File: src/rtl/div_pkg.sv
// div_pkg -- shared definitions for the multicycle divider.
//   div_state_e        : controller states (IDLE, RUN, FIX)
//   DIV_WIDTH_DEFAULT  : default operand/result width
package div_pkg;

  localparam int DIV_WIDTH_DEFAULT = 32;

  typedef enum logic [1:0] {
    IDLE = 2'd0,
    RUN  = 2'd1,
    FIX  = 2'd2
  } div_state_e;

endpackage

File: src/rtl/div_step.sv
// div_step -- one combinational restoring-division iteration.
//   rem_in  [WIDTH:0] : partial remainder before this step (always < dvs)
//   bit_in            : next dividend bit, MSB first
//   dvs     [WIDTH:0] : divisor magnitude
//   rem_out [WIDTH:0] : partial remainder after this step
//   q_bit             : quotient bit produced by this step
module div_step
  import div_pkg::*;
#(
  parameter int WIDTH = DIV_WIDTH_DEFAULT
) (
  input  logic [WIDTH:0] rem_in,
  input  logic           bit_in,
  input  logic [WIDTH:0] dvs,
  output logic [WIDTH:0] rem_out,
  output logic           q_bit
);

  // One guard bit above the shifted remainder lets the subtraction borrow
  // double as the "remainder >= divisor" compare.
  logic [WIDTH+1:0] shifted_s;
  logic [WIDTH+1:0] diff_s;

  // Shift, trial-subtract, restore when the subtraction borrows.
  always_comb begin
    shifted_s = {rem_in, bit_in};
    diff_s    = shifted_s - {1'b0, dvs};
    if (diff_s[WIDTH+1] == 1'b0) begin
      rem_out = diff_s[WIDTH:0];
      q_bit   = 1'b1;
    end else begin
      rem_out = shifted_s[WIDTH:0];
      q_bit   = 1'b0;
    end
  end

endmodule

File: src/rtl/multicycle_div.sv
// multicycle_div -- iterative restoring divider, signed (DIV) or unsigned
// (DIVU), one quotient bit per cycle, WIDTH+2 cycles per divide.
//   clk, reset (sync, active-high)
//   start, is_signed, dividend, divisor : request, sampled while busy=0
//   flush        : cancel an in-flight divide (wins over start)
//   busy         : divide in flight
//   done         : one-cycle pulse, results valid
//   div_by_zero  : sampled divisor was 0; held until next accepted start
//   hi / lo      : remainder / quotient, updated only when a divide completes
module multicycle_div
  import div_pkg::*;
#(
  parameter int WIDTH = DIV_WIDTH_DEFAULT
) (
  input  logic             clk,
  input  logic             reset,
  input  logic             start,
  input  logic             is_signed,
  input  logic             flush,
  input  logic [WIDTH-1:0] dividend,
  input  logic [WIDTH-1:0] divisor,
  output logic             busy,
  output logic             done,
  output logic             div_by_zero,
  output logic [WIDTH-1:0] hi,
  output logic [WIDTH-1:0] lo
);

  localparam int               CNT_W    = $clog2(WIDTH + 1);
  localparam logic [CNT_W-1:0] CNT_LOAD = CNT_W'(WIDTH);
  localparam logic [CNT_W-1:0] CNT_ONE  = CNT_W'(1);

  // Dividend magnitude: WIDTH bits as an unsigned value is already exact,
  // including |most-negative| = 2^(WIDTH-1).
  function automatic logic [WIDTH-1:0] mag_w(input logic [WIDTH-1:0] v, input logic neg);
    if (neg) begin
      mag_w = (~v) + {{(WIDTH-1){1'b0}}, 1'b1};
    end else begin
      mag_w = v;
    end
  endfunction

  // Divisor magnitude, sign-extended to WIDTH+1 bits before negation.
  function automatic logic [WIDTH:0] mag_x(input logic [WIDTH-1:0] v, input logic neg);
    logic [WIDTH:0] ext;
    ext = {neg, v};
    if (neg) begin
      mag_x = (~ext) + {{WIDTH{1'b0}}, 1'b1};
    end else begin
      mag_x = ext;
    end
  endfunction

  div_state_e       state_r;
  logic [CNT_W-1:0] cnt_r;
  logic [WIDTH-1:0] dvd_r;      // dividend magnitude, shifted out MSB first
  logic [WIDTH:0]   dvs_r;      // divisor magnitude
  logic [WIDTH:0]   rem_r;      // partial remainder
  logic [WIDTH-1:0] quo_r;      // partial quotient
  logic             signed_r;
  logic             dvd_neg_r;
  logic             dvs_neg_r;

  logic [WIDTH:0]   step_rem_s;
  logic             step_q_s;
  logic             dvd_neg_s;
  logic             dvs_neg_s;
  logic [WIDTH-1:0] lo_fix_s;
  logic [WIDTH-1:0] hi_fix_s;

  div_step #(.WIDTH(WIDTH)) u_step (
    .rem_in  (rem_r),
    .bit_in  (dvd_r[WIDTH-1]),
    .dvs     (dvs_r),
    .rem_out (step_rem_s),
    .q_bit   (step_q_s)
  );

  // Operand signs only matter in signed mode.
  always_comb begin
    dvd_neg_s = is_signed & dividend[WIDTH-1];
    dvs_neg_s = is_signed & divisor[WIDTH-1];
  end

  // Sign fix-up of the magnitude results.
  always_comb begin
    lo_fix_s = quo_r;
    hi_fix_s = rem_r[WIDTH-1:0];
    if (signed_r && (dvd_neg_r != dvs_neg_r)) begin
      lo_fix_s = (~quo_r) + {{(WIDTH-1){1'b0}}, 1'b1};
    end else begin
      lo_fix_s = quo_r;
    end
    if (signed_r && dvd_neg_r) begin
      hi_fix_s = (~rem_r[WIDTH-1:0]) + {{(WIDTH-1){1'b0}}, 1'b1};
    end else begin
      hi_fix_s = rem_r[WIDTH-1:0];
    end
  end

  // Controller and datapath registers.
  always_ff @(posedge clk) begin
    if (reset) begin
      state_r     <= IDLE;
      cnt_r       <= '0;
      dvd_r       <= '0;
      dvs_r       <= '0;
      rem_r       <= '0;
      quo_r       <= '0;
      signed_r    <= 1'b0;
      dvd_neg_r   <= 1'b0;
      dvs_neg_r   <= 1'b0;
      busy        <= 1'b0;
      done        <= 1'b0;
      div_by_zero <= 1'b0;
      hi          <= '0;
      lo          <= '0;
    end else begin
      done <= 1'b0;
      if (flush) begin
        // Abandon silently: results and error flag keep their old values.
        state_r <= IDLE;
        cnt_r   <= '0;
        busy    <= 1'b0;
      end else begin
        case (state_r)
          IDLE: begin
            if (start) begin
              if (divisor == '0) begin
                // Reported immediately without entering RUN.
                done        <= 1'b1;
                div_by_zero <= 1'b1;
              end else begin
                dvd_r       <= mag_w(dividend, dvd_neg_s);
                dvs_r       <= mag_x(divisor, dvs_neg_s);
                rem_r       <= '0;
                quo_r       <= '0;
                signed_r    <= is_signed;
                dvd_neg_r   <= dvd_neg_s;
                dvs_neg_r   <= dvs_neg_s;
                cnt_r       <= CNT_LOAD;
                div_by_zero <= 1'b0;
                busy        <= 1'b1;
                state_r     <= RUN;
              end
            end else begin
              state_r <= IDLE;
            end
          end
          RUN: begin
            rem_r <= step_rem_s;
            quo_r <= {quo_r[WIDTH-2:0], step_q_s};
            dvd_r <= {dvd_r[WIDTH-2:0], 1'b0};
            cnt_r <= cnt_r - CNT_ONE;
            if (cnt_r == CNT_ONE) begin
              state_r <= FIX;
            end else begin
              state_r <= RUN;
            end
          end
          FIX: begin
            lo          <= lo_fix_s;
            hi          <= hi_fix_s;
            done        <= 1'b1;
            div_by_zero <= 1'b0;
            busy        <= 1'b0;
            state_r     <= IDLE;
          end
          default: begin
            state_r <= IDLE;
            busy    <= 1'b0;
          end
        endcase
      end
    end
  end

endmodule

File: config.mk
export PLATFORM = sky130hd
export DESIGN_NAME = multicycle_div
export DESIGN_NICKNAME = d
export VERILOG_FILES = /design/src/rtl/div_pkg.sv /design/src/rtl/div_step.sv /design/src/rtl/multicycle_div.sv
export SDC_FILE = /design/constraint.sdc
export NUM_CORES = 1
export LEC_CHECK = 0
export ABC_CLOCK_PERIOD_IN_PS = 9800
export CAP_MARGIN = 20
export CORE_MARGIN = 4
export CORE_UTILIZATION = 30
export DETAILED_ROUTE_END_ITERATION = 10
export PLACE_DENSITY_LB_ADDON = 0.08
export SYNTH_ARGS = -nofsm -noshare
export SYNTH_HDL_FRONTEND = slang
export SYNTH_SLANG_ARGS = --single-unit
File: constraint.sdc
create_clock -name clk -period 9.8 [get_ports clk]
set_input_delay 0.98 -clock clk [delete_from_list [all_inputs] [get_ports clk]]
set_output_delay 0.98 -clock clk [all_outputs]
set_load 0.005 [all_outputs]
==> impl_metrics.py <==
metrics = {
    "grt": {
        "globalRouteTotalUtil_pct": 14.9,
        "grt_overflow": 0,
        "grt_start_max_net_pins": 101,
        "antenna_found_initial": 0,
        "grt_pass1_wl_um": 54800,
        "grt_pass1_vias": 9786,
    },
    "route": {
        "drc": 0,
        "ant_nets": 0,
        "post_drt_wl_per_cell_um": 15.9,
        "first_pass_iters": 5,
        "vias_per_cell": 4.94,
        "wl_um": 34000,
        "first_iter_violations": 522,
        "via_count": 10500,
    },
    "worst_setup_path": {
        "r2r.worst_path.cells": 11,
        "cp.arrival_ns": 4.90,
        "path_cells": "clkdlybuf4s50_1 -> inv_1 -> ha_1 -> or3b_1 -> nor4_4 -> nand4_2 -> or4_4 -> a31oi_4 -> or2_2 -> buf_4 -> nor2_1 -> a221oi_1 -> nor2_1",
        "end_kind": "flip-flop",
        "worst-path-buf-inv": 3,
        "cp_common_cell": "nor2_1",
        "cp_max_fo": 94,
        "rrSetupSlack_ns": 6.08,
        "worst_path_largest_cell_delay_ns": 0.70,
        "timing.rr.end": "rem_r[21]$_SDFFE_PP0P_",
        "critPathTopFamily": "simple AND/OR/NAND/NOR gates",
        "r2r_start": "rem_r[6]$_SDFFE_PP0P_",
        "crit_required_ns": 10.18,
        "slowest_stage": "buf_4",
        "crit_type": "in2reg",
        "cp.depth": 13,
        "setup.worst_path.start_class": "primary input",
    },
    "placed_design": {
        "hpwl_um": 24800,
        "gp_congestion": 0.802,
        "placed_cell_area_um2": 13700,
        "port_buffers": 135,
        "place_ws_ns": 4.64,
    },
    "clock_tree": {
        "cts.sinks": 208,
        "cts_setup_buffers": 0,
        "h-tree-depth": 1,
        "clockBufferDepth": 3,
        "cts_tree": "yes",
        "clkTransAtPathRegs_ns": 0.06,
        "ctsRootBufferMaster": "clkbuf_16",
        "hold_buffers": 0,
        "numCtsBuffers": 26,
        "insertion_delay_ns": 0.54,
        "cts_resized": 0,
    },
    "power": {
        "pwr-share-clk_pct": 49.0,
        "p_int_mw": 1.68,
        "p_sw_mw": 0.553,
        "p_sw_share_pct": 24.7,
        "sequentialPowerShare_pct": 39.2,
        "p_leak_nw": 5.29,
        "ir_worst_vdd_uv": 85.5,
        "powerDensity_nw_per_um2": 152,
        "pwr-share-comb_pct": 11.8,
    },
    "finish": {
        "multi_input_area_um2": 7180,
        "nets": 1706,
        "areaGrowthSynthToFinish_pct": 22.9,
        "layout-drive-gt1-share_pct": 4.76,
        "fill_cells": 4100,
        "antenna_cells": 0,
        "final_util_pct": 37.7,
        "design_area_um2": 14700,
        "register_area_um2": 4160,
    },
    "logic_synthesis": {
        "ys_seq_elements": 208,
        "syn-num-nets": 1623,
        "ys_seq_area_share_pct": 34.7,
        "synth_cell_types": 69,
        "ys_warn_count": 0,
        "synthCells": 1514,
        "netlist_area_um2": 12000,
        "ys.flop_type": "dfxtp_1",
        "synth_area_per_cell_um2": 7.92,
        "synth_edf_count": 0,
        "synthArstFlopShare_pct": 0,
    },
    "worst_hold_path": {
        "min_to": "lo[23]$_SDFFE_PP0P_",
        "min_from": "lo[23]$_SDFFE_PP0P_",
        "hp-class": "reg2reg",
        "hold_depth": 2,
    },
    "timing": {
        "finClkSkew_ns": 0.0170,
        "slew_headroom_pct": 27.0,
        "hold_viol_final": 0,
        "setup_viol": 0,
        "slew_viol_final": 0,
        "fin_hold_ws_ns": 0.452,
        "tightest_slew_ns": 1.09,
        "fin_crit_sh_pct": 46.1,
        "period_minus_slack_ns": 4.52,
        "setup_ws_ns": 5.28,
        "rsz0062_at_grt": "false",
        "fmax_mhz": 221,
        "setup_tns_ns": 0,
    },
    "floorplan": {
        "core.rowCount": 72,
        "design.portCount": 136,
        "fp.dieW_um": 208,
        "coreArea_um2": 39100,
        "dieHeight_um": 208,
        "die_area_um2": 43200,
        "start_util_pct": 30.7,
    },
    "job": {
        "drv_cap": 0,
    },
    "run_status": {
        "status": "complete, no violations",
    },
}
-- power by group through the flow --
stage	Combinational [mW]	Sequential, mW	Clock [mW]
global route	0.298	0.877	1.16
detailed placement	0.267	0.894	0
CTS	0.268	0.875	1.13
finish	0.265	0.875	1.09
floorplan	0.184	0.891	0
global placement	0.264	0.894	0
-- layout by cell type (no fill, tap or decap), drive strengths merged, types with 5 or more instances in the layout --
cell and n:
a311oi 9, bufinv 6, or3 9, nor4 15, clkdlybuf4s50 134, nand2b 7
a31oi 13, a21o 16, buf 15, xor2 66, o21ai 69, a22oi 32
a211oi 112, xnor2 76, o21bai 5, nand2 116, clkbuf 38, nand3 24
ha 39, nor2 239, and3 11, mux2i 25, nor3 29, nand4 5
a21oi 115, o31ai 21, nor2b 5, o311ai 6, and2 10, o41ai 5
inv 69, dfxtp 208, or4 15
-- cell usage after synthesis (all sizes together) (25+ instances only) --
| cell | count | area [µm²] |
|---|---|---|
| dfxtp | 208 | 4160 |
| clkbuf | 70 | 263 |
| a21oi | 115 | 576 |
| xor2 | 66 | 578 |
| xnor2 | 76 | 666 |
| nor2 | 239 | 897 |
| nand2 | 116 | 435 |
| a22oi | 32 | 240 |
| mux2i | 25 | 250 |
| inv | 69 | 259 |
| nor3 | 29 | 150 |
| o21ai | 69 | 345 |
| ha | 39 | 488 |
| a211oi | 112 | 841 |
-- worst max path at each step --
stage,startpoint,endpoint
final,divisor[0],dvd_r[31]$_SDFFE_PP0P_
after global routing,divisor[0],dvd_r[31]$_SDFFE_PP0P_
after CTS,divisor[0],dvd_r[31]$_SDFFE_PP0P_
after detailed placement,divisor[0],dvd_r[31]$_SDFFE_PP0P_
after global placement,divisor[0],dvd_r[31]$_SDFFE_PP0P_
after floorplan,divisor[0],rem_r[16]$_SDFFE_PP0P_
-- metal layers --
metal / wire (µm) / vias up / global-route usage, %
met3: 1190 / 37 / 2.08
met1: 18700 / 4790 / 24.0
met2: 13500 / 179 / 21.1
met5: 0 / - / 0
li1: - / 5541 / -
met4: 559 / 0 / 2.92
-- worst reg2reg max path, cell delays in order, from the launching register on --
cell	delay, ns
dfxtp_1	0.54
ha_1	0.38
a21oi_1	0.29
a21boi_0	0.18
o31ai_1	0.32
a31o_2	0.29
o2111ai_1	0.16
a221o_1	0.41
xor2_4	0.14
buf_4	0.52
mux2i_1	0.18
a22o_1	0.21
-- sequential cells by signal, indices dropped and copies added, names as in the netlist --
register     cells
dvs_r           33
rem_r           33
dvd_r           32
hi              32
lo              32
quo_r           32
cnt_r            6
state_r          2
busy             1
div_by_zero      1
done             1
dvd_neg_r        1
dvs_neg_r        1
signed_r         1
-- logic make-up after synthesis --
kind of cell / synth area share [%]
AOI/OAI and AO/OA: 24.1
xor gates and xnor gates: 10.4
adders and majority gates: 4.24
buffers and inverters: 5.65
DFF: 34.7
muxes: 2.09
and+or+nand+nor: 18.8
-- area by class of cell --
type	instances	area share, %
Clock inverter	10	1.45
Timing Repair Buffer	149	10.1
Sequential cell	208	28.3
Tap cell	518	4.40
Clock buffer	38	5.26
Multi-Input combinational cell	1143	48.7
Inverter	69	1.76
-- through the flow --
step | total power, mW | cells
6_report | 2.23 | 2135
5_1_grt | 2.34 | 2135
4_1_cts | 2.28 | 2135
3_5_place_dp | 1.16 | 2087
3_3_place_gp | 1.16 | 2085
2_1_floorplan | 1.07 | 1514
Power figures use the tool's default switching activity.
